[config.mk]
export PLATFORM = sky130hd
export DESIGN_NAME = processor_irq_ctrl
export DESIGN_NICKNAME = d
export VERILOG_FILES = /design/src/rtl/processor_pkg.sv /design/src/rtl/irq_sync_edge.sv /design/src/rtl/processor_irq_ctrl.sv
export SDC_FILE = /design/constraint.sdc
export NUM_CORES = 1
export LEC_CHECK = 0
export CORE_MARGIN = 8
export CORE_UTILIZATION = 27
export DETAILED_ROUTE_END_ITERATION = 8
export PLACE_DENSITY = 0.43
export RECOVER_POWER = 50
export SYNTH_ARGS = -nofsm -noshare
export SYNTH_HDL_FRONTEND = slang
export SYNTH_SLANG_ARGS = --single-unit
[constraint.sdc]
create_clock -name clock -period 1.7 [get_ports clock]
set_input_delay 0.34 -clock clock [delete_from_list [all_inputs] [get_ports clock]]
set_output_delay 0.34 -clock clock [all_outputs]
set_load 0.02 [all_outputs]
[src/rtl/processor_pkg.sv]
// Shared definitions for the processor interrupt controller.
//   irq_state_e     : controller FSM states (IDLE / REQ / SERVICE)
//   Cfg*            : cfg_addr register map
//   Status*         : bit positions inside the STATUS register
package processor_pkg;

   typedef enum logic [1:0] {
      StIdle    = 2'd0,
      StReq     = 2'd1,
      StService = 2'd2
   } irq_state_e;

   localparam logic [1:0] CfgMask    = 2'd0;
   localparam logic [1:0] CfgEdge    = 2'd1;
   localparam logic [1:0] CfgPending = 2'd2;
   localparam logic [1:0] CfgStatus  = 2'd3;

   localparam int unsigned StatusStateLsb = 0;
   localparam int unsigned StatusInSvcBit = 2;

endpackage

[src/rtl/irq_sync_edge.sv]
// One interrupt channel front end: SyncStages-deep synchroniser followed by a
// single register used both as the delayed level and for rising-edge detect.
//   clk_i, rst_ni : clock, asynchronous active-low reset
//   irq_i         : raw asynchronous source
//   level_o       : synchronised level, aligned with rise_o
//   rise_o        : one-cycle pulse per rising edge
module irq_sync_edge #(
   parameter int unsigned SyncStages = 2
) (
   input  logic clk_i,
   input  logic rst_ni,
   input  logic irq_i,
   output logic level_o,
   output logic rise_o
);

   logic [SyncStages-1:0] sync_q, sync_d;
   logic                  prev_q, prev_d;
   logic                  rise_q, rise_d;

   always_comb begin
      sync_d = {sync_q[SyncStages-2:0], irq_i};
      prev_d = sync_q[SyncStages-1];
      rise_d = sync_q[SyncStages-1] & ~prev_q;
   end

   always_ff @(posedge clk_i or negedge rst_ni) begin
      if (!rst_ni) begin
         sync_q <= '0;
         prev_q <= 1'b0;
         rise_q <= 1'b0;
      end else begin
         sync_q <= sync_d;
         prev_q <= prev_d;
         rise_q <= rise_d;
      end
   end

   assign level_o = prev_q;
   assign rise_o  = rise_q;

endmodule

[src/rtl/processor_irq_ctrl.sv]
// Multi-channel interrupt controller feeding the control unit with one
// prioritised request (channel 0 highest) over a req/ack/done handshake.
// Optional nesting (preemption + in-service stack) with PROCESSOR_IRQ_NEST_EN.
//   clock, reset        : clock, asynchronous active-low reset
//   irq_in              : raw interrupt sources
//   cfg_we/addr/wdata   : register write port (MASK, EDGE, PENDING W1C)
//   cfg_rdata           : combinational register read (STATUS = {in_svc, state})
//   irq_req, irq_id     : request and channel of current request/service
//   irq_ack, irq_done   : handler entry / return from interrupt
//   LED                 : high while an interrupt is in service
module processor_irq_ctrl
   import processor_pkg::*;
#(
   parameter int unsigned NUM_IRQ     = 8,
   parameter int unsigned SYNC_STAGES = 2,
   parameter int unsigned NEST_DEPTH  = 4,
   localparam int unsigned ID_W       = $clog2(NUM_IRQ)
) (
   input  logic               clock,
   input  logic               reset,
   input  logic [NUM_IRQ-1:0] irq_in,
   input  logic               cfg_we,
   input  logic [1:0]         cfg_addr,
   input  logic [NUM_IRQ-1:0] cfg_wdata,
   output logic [NUM_IRQ-1:0] cfg_rdata,
   output logic               irq_req,
   output logic [ID_W-1:0]    irq_id,
   input  logic               irq_ack,
   input  logic               irq_done,
   output logic               LED
);

   // Range guard: an out-of-range configuration shows up as g_bad_params.
   if (NUM_IRQ < 2 || NUM_IRQ > 32 || SYNC_STAGES < 2 || NEST_DEPTH < 1) begin : g_bad_params
   end

   logic [NUM_IRQ-1:0] level, rise;

   for (genvar g = 0; g < NUM_IRQ; g++) begin : g_chan
      irq_sync_edge #(
         .SyncStages (SYNC_STAGES)
      ) u_sync (
         .clk_i   (clock),
         .rst_ni  (reset),
         .irq_i   (irq_in[g]),
         .level_o (level[g]),
         .rise_o  (rise[g])
      );
   end

   logic [NUM_IRQ-1:0] mask_q, mask_d, edge_q, edge_d, pend_q, pend_d;
   logic [NUM_IRQ-1:0] active, w1c, ack_clr;
   logic [ID_W-1:0]    winner, id_q, id_d;
   irq_state_e         state_q, state_d;
   logic               in_svc;

`ifdef PROCESSOR_IRQ_NEST_EN
   localparam int unsigned SP_W  = $clog2(NEST_DEPTH + 1);
   localparam int unsigned IDX_W = (NEST_DEPTH > 1) ? $clog2(NEST_DEPTH) : 1;

   logic [ID_W-1:0] stack_q [NEST_DEPTH];
   logic [ID_W-1:0] stack_d [NEST_DEPTH];
   logic [SP_W-1:0] sp_q, sp_d;
   logic [ID_W-1:0] svc_id_q, svc_id_d;
   logic            pre_q, pre_d;     // REQ entered by preempting svc_id_q
`endif

   assign active = pend_q & mask_q;

   // Lowest set index wins.
   always_comb begin
      winner = '0;
      for (int i = NUM_IRQ - 1; i >= 0; i--) begin
         if (active[i]) winner = ID_W'(i);
      end
   end

   always_comb begin
      mask_d = mask_q;
      edge_d = edge_q;
      w1c    = '0;
      if (cfg_we) begin
         case (cfg_addr)
            CfgMask:    mask_d = cfg_wdata;
            CfgEdge:    edge_d = cfg_wdata;
            CfgPending: w1c    = cfg_wdata;
            default:    ;
         endcase
      end
   end

   always_comb begin
      state_d = state_q;
      id_d    = id_q;
      ack_clr = '0;
`ifdef PROCESSOR_IRQ_NEST_EN
      stack_d  = stack_q;
      sp_d     = sp_q;
      svc_id_d = svc_id_q;
      pre_d    = pre_q;
`endif
      unique case (state_q)
         StIdle: begin
            if (|active) begin
               state_d = StReq;
               id_d    = winner;
            end
         end
         StReq: begin
            if (irq_ack) begin
               state_d       = StService;
               ack_clr[id_q] = 1'b1;
`ifdef PROCESSOR_IRQ_NEST_EN
               if (pre_q) begin
                  stack_d[IDX_W'(sp_q)] = svc_id_q;
                  sp_d                  = sp_q + 1'b1;
                  pre_d                 = 1'b0;
               end
`endif
            end else if (!active[id_q]) begin
               state_d = StIdle;
`ifdef PROCESSOR_IRQ_NEST_EN
               // Withdrawn preemption falls back to the handler it interrupted.
               if (pre_q) begin
                  state_d = StService;
                  id_d    = svc_id_q;
                  pre_d   = 1'b0;
               end
`endif
            end
         end
         StService: begin
            if (irq_done) begin
               state_d = StIdle;
`ifdef PROCESSOR_IRQ_NEST_EN
               if (sp_q != '0) begin
                  state_d = StService;
                  id_d    = stack_q[IDX_W'(sp_q - 1'b1)];
                  sp_d    = sp_q - 1'b1;
               end
`endif
            end
`ifdef PROCESSOR_IRQ_NEST_EN
            else if ((|active) && (winner < id_q) && (sp_q != SP_W'(NEST_DEPTH))) begin
               state_d  = StReq;
               id_d     = winner;
               svc_id_d = id_q;
               pre_d    = 1'b1;
            end
`endif
         end
         default: state_d = StIdle;
      endcase
   end

   // Edge channels: set beats any same-cycle clear. Level channels track the input.
   assign pend_d = (edge_q & ((pend_q & ~w1c & ~ack_clr) | rise)) | (~edge_q & level);

   always_ff @(posedge clock or negedge reset) begin
      if (!reset) begin
         mask_q  <= '0;
         edge_q  <= '0;
         pend_q  <= '0;
         state_q <= StIdle;
         id_q    <= '0;
      end else begin
         mask_q  <= mask_d;
         edge_q  <= edge_d;
         pend_q  <= pend_d;
         state_q <= state_d;
         id_q    <= id_d;
      end
   end

`ifdef PROCESSOR_IRQ_NEST_EN
   always_ff @(posedge clock or negedge reset) begin
      if (!reset) begin
         for (int i = 0; i < int'(NEST_DEPTH); i++) stack_q[i] <= '0;
         sp_q     <= '0;
         svc_id_q <= '0;
         pre_q    <= 1'b0;
      end else begin
         stack_q  <= stack_d;
         sp_q     <= sp_d;
         svc_id_q <= svc_id_d;
         pre_q    <= pre_d;
      end
   end

   assign in_svc = (state_q == StService) || (sp_q != '0) || pre_q;
`else
   assign in_svc = (state_q == StService);
`endif

   always_comb begin
      logic [31:0] status;
      status                            = '0;
      status[StatusStateLsb +: 2]       = state_q;
      status[StatusInSvcBit]            = in_svc;
      cfg_rdata                         = '0;
      case (cfg_addr)
         CfgMask:    cfg_rdata = mask_q;
         CfgEdge:    cfg_rdata = edge_q;
         CfgPending: cfg_rdata = pend_q;
         default:    cfg_rdata = status[NUM_IRQ-1:0];
      endcase
   end

   assign irq_req = (state_q == StReq);
   assign irq_id  = id_q;
   assign LED     = in_svc;

endmodule
* Yosys cells after proc, flatten, opt, wreduce, memory -nomap -nowiden *
Index checks and enable logic that the tools add are counted.
W data, S select, Z words.

storage, ports and cells
  register bits after elaboration = 61
  output and inout port bits = 13

operators by class
  order comparisons = 2
  eq/ne operators = 7
  multiplexer cells = 22
  bitwise operators = 26
  reductions and logical operators = 8

operator list
  operator              number
  $and A8 B8 Y8         5
  $mux W8               4
  $mux W3               8
  $not A8 Y8            3
  $pmux W8 S3           1
  $or A8 B8 Y8          2
  $and A1 B1 Y1         8
  $mux W2               4
  $not A1 Y1            8
  $reduce_or A8 Y1      1
  $pmux W2 S3           1
  $reduce_and A2 Y1     3
  $eq A2 B1 Y1 const B  2
  $eq A2 B2 Y1 const B  2
  $logic_not A2 Y1      2
  $lt A3 B4 Y1 const B  1
  $ne A2 B2 Y1 const B  2
  $bmux W1 S3           1
  $demux W1 S3          1
  $ge A3 B1 Y1 const B  1
  $ne A3 B3 Y1 const B  1
  $reduce_and A3 Y1     1
  $mux W1               2
  $logic_and A1 B1 Y1   1

* Depth between registers and ports, before layout *
  depth after elaboration = 11
  depth in mapped cells = 5
  depth with buffers taken out = 4

* Hierarchy *
From an unflattened synthesis, not the netlist that was laid out.

unflattened totals
  cell total of the unflattened synthesis = 197
  area, all modules = 2516.2 um^2

by module, submodules not included
  module              times used  cells an instance  area an instance (um^2)  seq. area each (um^2)
  processor_irq_ctrl  1           157                1605.3                   725.7
  irq_sync_edge       8           5                  113.9                    100.1

* Worst setup path before layout *
No wires, ideal clock.

  path type = register to output
  start = reg state_q[1]
  end = out cfg_rdata[2]
  data arrival time = 1193 ps
  required time = 1360 ps
  slack = 167 ps
  stages on the path, launching flop included = 3
  path buffers = 0
  cell sequence = dfrtp_1 nor2b_1 mux4_2

on the way
  word-level cells in the longest chain between the ends = 2

ends and longest elaborated chain
  element                 RTL line                   RTL
  start, declared         processor_irq_ctrl.sv:54   irq_state_e state_q, state_d;
  start signal, assigned  processor_irq_ctrl.sv:164  state_q <= StIdle;
  start signal, assigned  processor_irq_ctrl.sv:170  state_q <= state_d;
  $eq A2 B2 Y1            processor_irq_ctrl.sv:192  assign in_svc = (state_q == StService);
  named net LED           processor_irq_ctrl.sv:30   output logic LED
  $pmux W8 S3             processor_irq_ctrl.sv:201  case (cfg_addr)
  end, declared           processor_irq_ctrl.sv:25   output logic [NUM_IRQ-1:0] cfg_rdata,

The timed path passes the listed nets, and every way through them passes these cells.

* Worst setup path in the final report *
  start = reg state_q[1]
  end = out cfg_rdata[2]

on the way
  word-level cells in the longest chain between the ends = 2

ends and longest elaborated chain
  element       RTL line
  $eq A2 B2 Y1  processor_irq_ctrl.sv:192
  $pmux W8 S3   processor_irq_ctrl.sv:201

No other way between the ends.

==> impl_results.md <==
* Leakage at 1.57 nW
* Async SR Flop Fraction at 100%
* Via count at 1838
* Most common flop cell mapped by yosys: dfrtp_1
* Most frequent cells in the layout: 61 x dfrtp_1, 40 x buf_4, 29 x nand2_1
* Post-Synthesis Net Count at 225
* Inserted Clock Buffers at 9
* Die Y at 112 um
* Worst slew margin relative to its limit at -2.50%
* Register area at 1530 um^2
* H-tree depth at 3
* Synth top area share at 61.1%
* DRT antenna net count at 0
* Worst Tran Pin Value at 1540 ps
* Post-synth EDFFs at 0
* Hold Path Class: flip-flop to flip-flop
* Endpoints failing setup at 4
* VDD IR max at 0.000395 V
* DRT iter0 DRCs at 41
* Crit Path Max Fanout at 3
* Final hold violation count at 0
* Clock root cell: clkbuf_8
* Area of the die at 12600 um^2
* Die Width at 112 um
* Tmin final at 1850 ps
* Critical path launch point type: flip-flop
* Multi-input gate area at 942 um^2
* Final-layout fill cell count at 929
* First-pass GRT wire length at 10200 um
* Run status: finished with violations
* Achievable frequency at 0.540 GHz
* Number of port buffers at 35
* Power per Cell Area at 1390 nW/um^2
* Crit Path Class: flip-flop to output pin
* Synth area leader: dfrtp_1
* RSZ-0062 raised after global routing: yes
* WHS Path Cells at 0
* Reg-to-Reg Start: state_q[0]
* Mapped Avg Cell Area at 12.4 um^2
* GPL Wtd Cong at 0.803
* Syn Inst Count at 202
* Hold_sp: g_chan[0].u_sync.sync_q[0]
* Post-DP HPWL at 4390 um
* Tcrit/Tclk final at 109%
* Vias in the first global route at 2011
* Slew Limit Fails at 62
* Nets@finish at 312
* Core area at 9110 um^2
* YS warnings at 0
* #FFs+latches synth at 61
* Max cap viols at 1
* Failing checks: max-capacitance violations, max-slew violations, negative setup slack
* Overflow after GRT at 0
* Final worst setup slack at -152 ps
* R2r setup slk at 130 ps
* Routed WL at 6060 um
* Clk pin slew, worst setup/hold paths at 70 ps
* Crit path arrival time at 1510 ps
* Vias per cell at 4.55
* Fin util at 38.7%
* Top post-synthesis cells by area: dfrtp_1 61%, mux2_2 7.2%, nand2_1 4.4%, a21oi_1 2.8%, nor2b_1 2.8%
* Setup TNS Final at -399 ps
* Most common cell after layout, fill and taps aside: dfrtp_1
* R2R cell count at 5
* Area grow syn2layout at 40.8%
* Initial antenna violation count at 0
* DRC at 0
* Setup Skew at 7.72 ps
* # clock sinks at 61
* Ant. Diodes at 0
* Worst skew pair latency at 340 ps
* Wire length per cell at 15.0 um
* CTS tree: done
* Max clock buf depth at 2
* Final Total Pwr at 0.00490 W
* Setup crit end kind: output pin
* Share of cells above drive strength 1 at 34.5%
* Hold EP: g_chan[0].u_sync.sync_q[1]
* Sequential fraction of the synthesis area at 61.1%
* Final Hold Slack at 349 ps
* GRT Util Overall at 10.4%
* Reg2reg end: irq_id[0]
* Starting Density at 27.4%
* Post-synthesis cell type count at 32
* 1st-pass router iterations at 4
* Worst path required time at 1360 ps
* Io pins at 36
* Cts hold-fix bufs at 0
* Largest net degree at the start of global routing at 62
* # rows at 35
* Synth Cell Area at 2500 um^2
## worst max path at each step
stage	end	start	depth (start not counted)	slack, ps
global placement	cfg_rdata[0]	cfg_addr[1]	4	-740
floorplan	cfg_rdata[2]	state_q[1]	2	170
CTS	cfg_rdata[2]	state_q[1]	3	-190
global route	cfg_rdata[2]	state_q[1]	3	-210
detailed placement	cfg_rdata[0]	cfg_addr[1]	4	-750
finish	cfg_rdata[2]	state_q[1]	3	-150
## cell usage after synthesis (all sizes together) (2+ instances only)
cell / instances
a21oi: 14
a22oi: 4
a31oi: 9
a32o: 2
buf: 5
dfrtp: 61
inv: 3
mux2: 16
mux2i: 5
mux4: 3
nand2: 29
nand3: 5
nor2: 13
nor2b: 12
o211ai: 2
o21ai: 6
## logic make-up (layout without fill, tap and decap cells)
kind of cell | after synthesis | after routing | synth area share [%]
mux | 24 | 24 | 12.1
simple gates | 66 | 66 | 14.1
compound gates | 43 | 43 | 10.9
buf+inv | 8 | 99 | 1.85
flops | 61 | 61 | 61.1
## critical path, stage by stage, from the launching register on
cell	delay [ps]
dfrtp_1	400
nor2b_4	140
mux4_2	480
buf_6	150
## registers in the layout, summed over array words and instances, names as in the netlist
| signal | flops |
|---|---|
| state_q | 2 |
| pend_q | 8 |
| mask_q | 8 |
| edge_q | 8 |
| g_chan.u_sync.sync_q | 16 |
| irq_id | 3 |
| g_chan.u_sync.level_o | 8 |
| g_chan.u_sync.rise_o | 8 |
## metal layers
layer / part of all wire (%) / vias up / global-route usage [%]
met5: 0 / - / 0
met4: 1.7 / 0 / 5.67
met1: 50 / 894 / 13.4
met2: 44 / 36 / 15.4
met3: 4.1 / 9 / 3.17
li1: - / 899 / -
## per-stage QoR
| stage | instances | setup WS (ps) | area (um^2) |
|---|---|---|---|
| floorplan | 202 | 167 | 2500 |
| global placement | 382 | -745 | 3250 |
| detailed placement | 382 | -748 | 3250 |
| CTS | 398 | -185 | 3470 |
| global route | 404 | -206 | 3520 |
| finish | 404 | -152 | 3520 |
## power breakdown
group | switching [W] | internal, W
combinational | 0.000790 | 0.000871
clock | 0.000564 | 0.000849
sequential | 0.000156 | 0.00167
total | 0.00151 | 0.00339
## layout make-up
type                       count  area share, %
clock buffer                  10           3.91
clock inverter                 5           2.13
inverter                       3          0.320
multi-input combinational    133           26.8
sequential                    61           43.4
tap                          111           3.94
timing repair buffer          81           19.6
## timing repair
item | CTS | global route
setup buffers | 1 | 6
gates resized for setup | 62 | 11
endpoints found under the setup margin | 11 | 10
pin swaps | 0 | 1
gates cloned | 0 | 0
No activity file was read; power rests on OpenSTA's default activity.
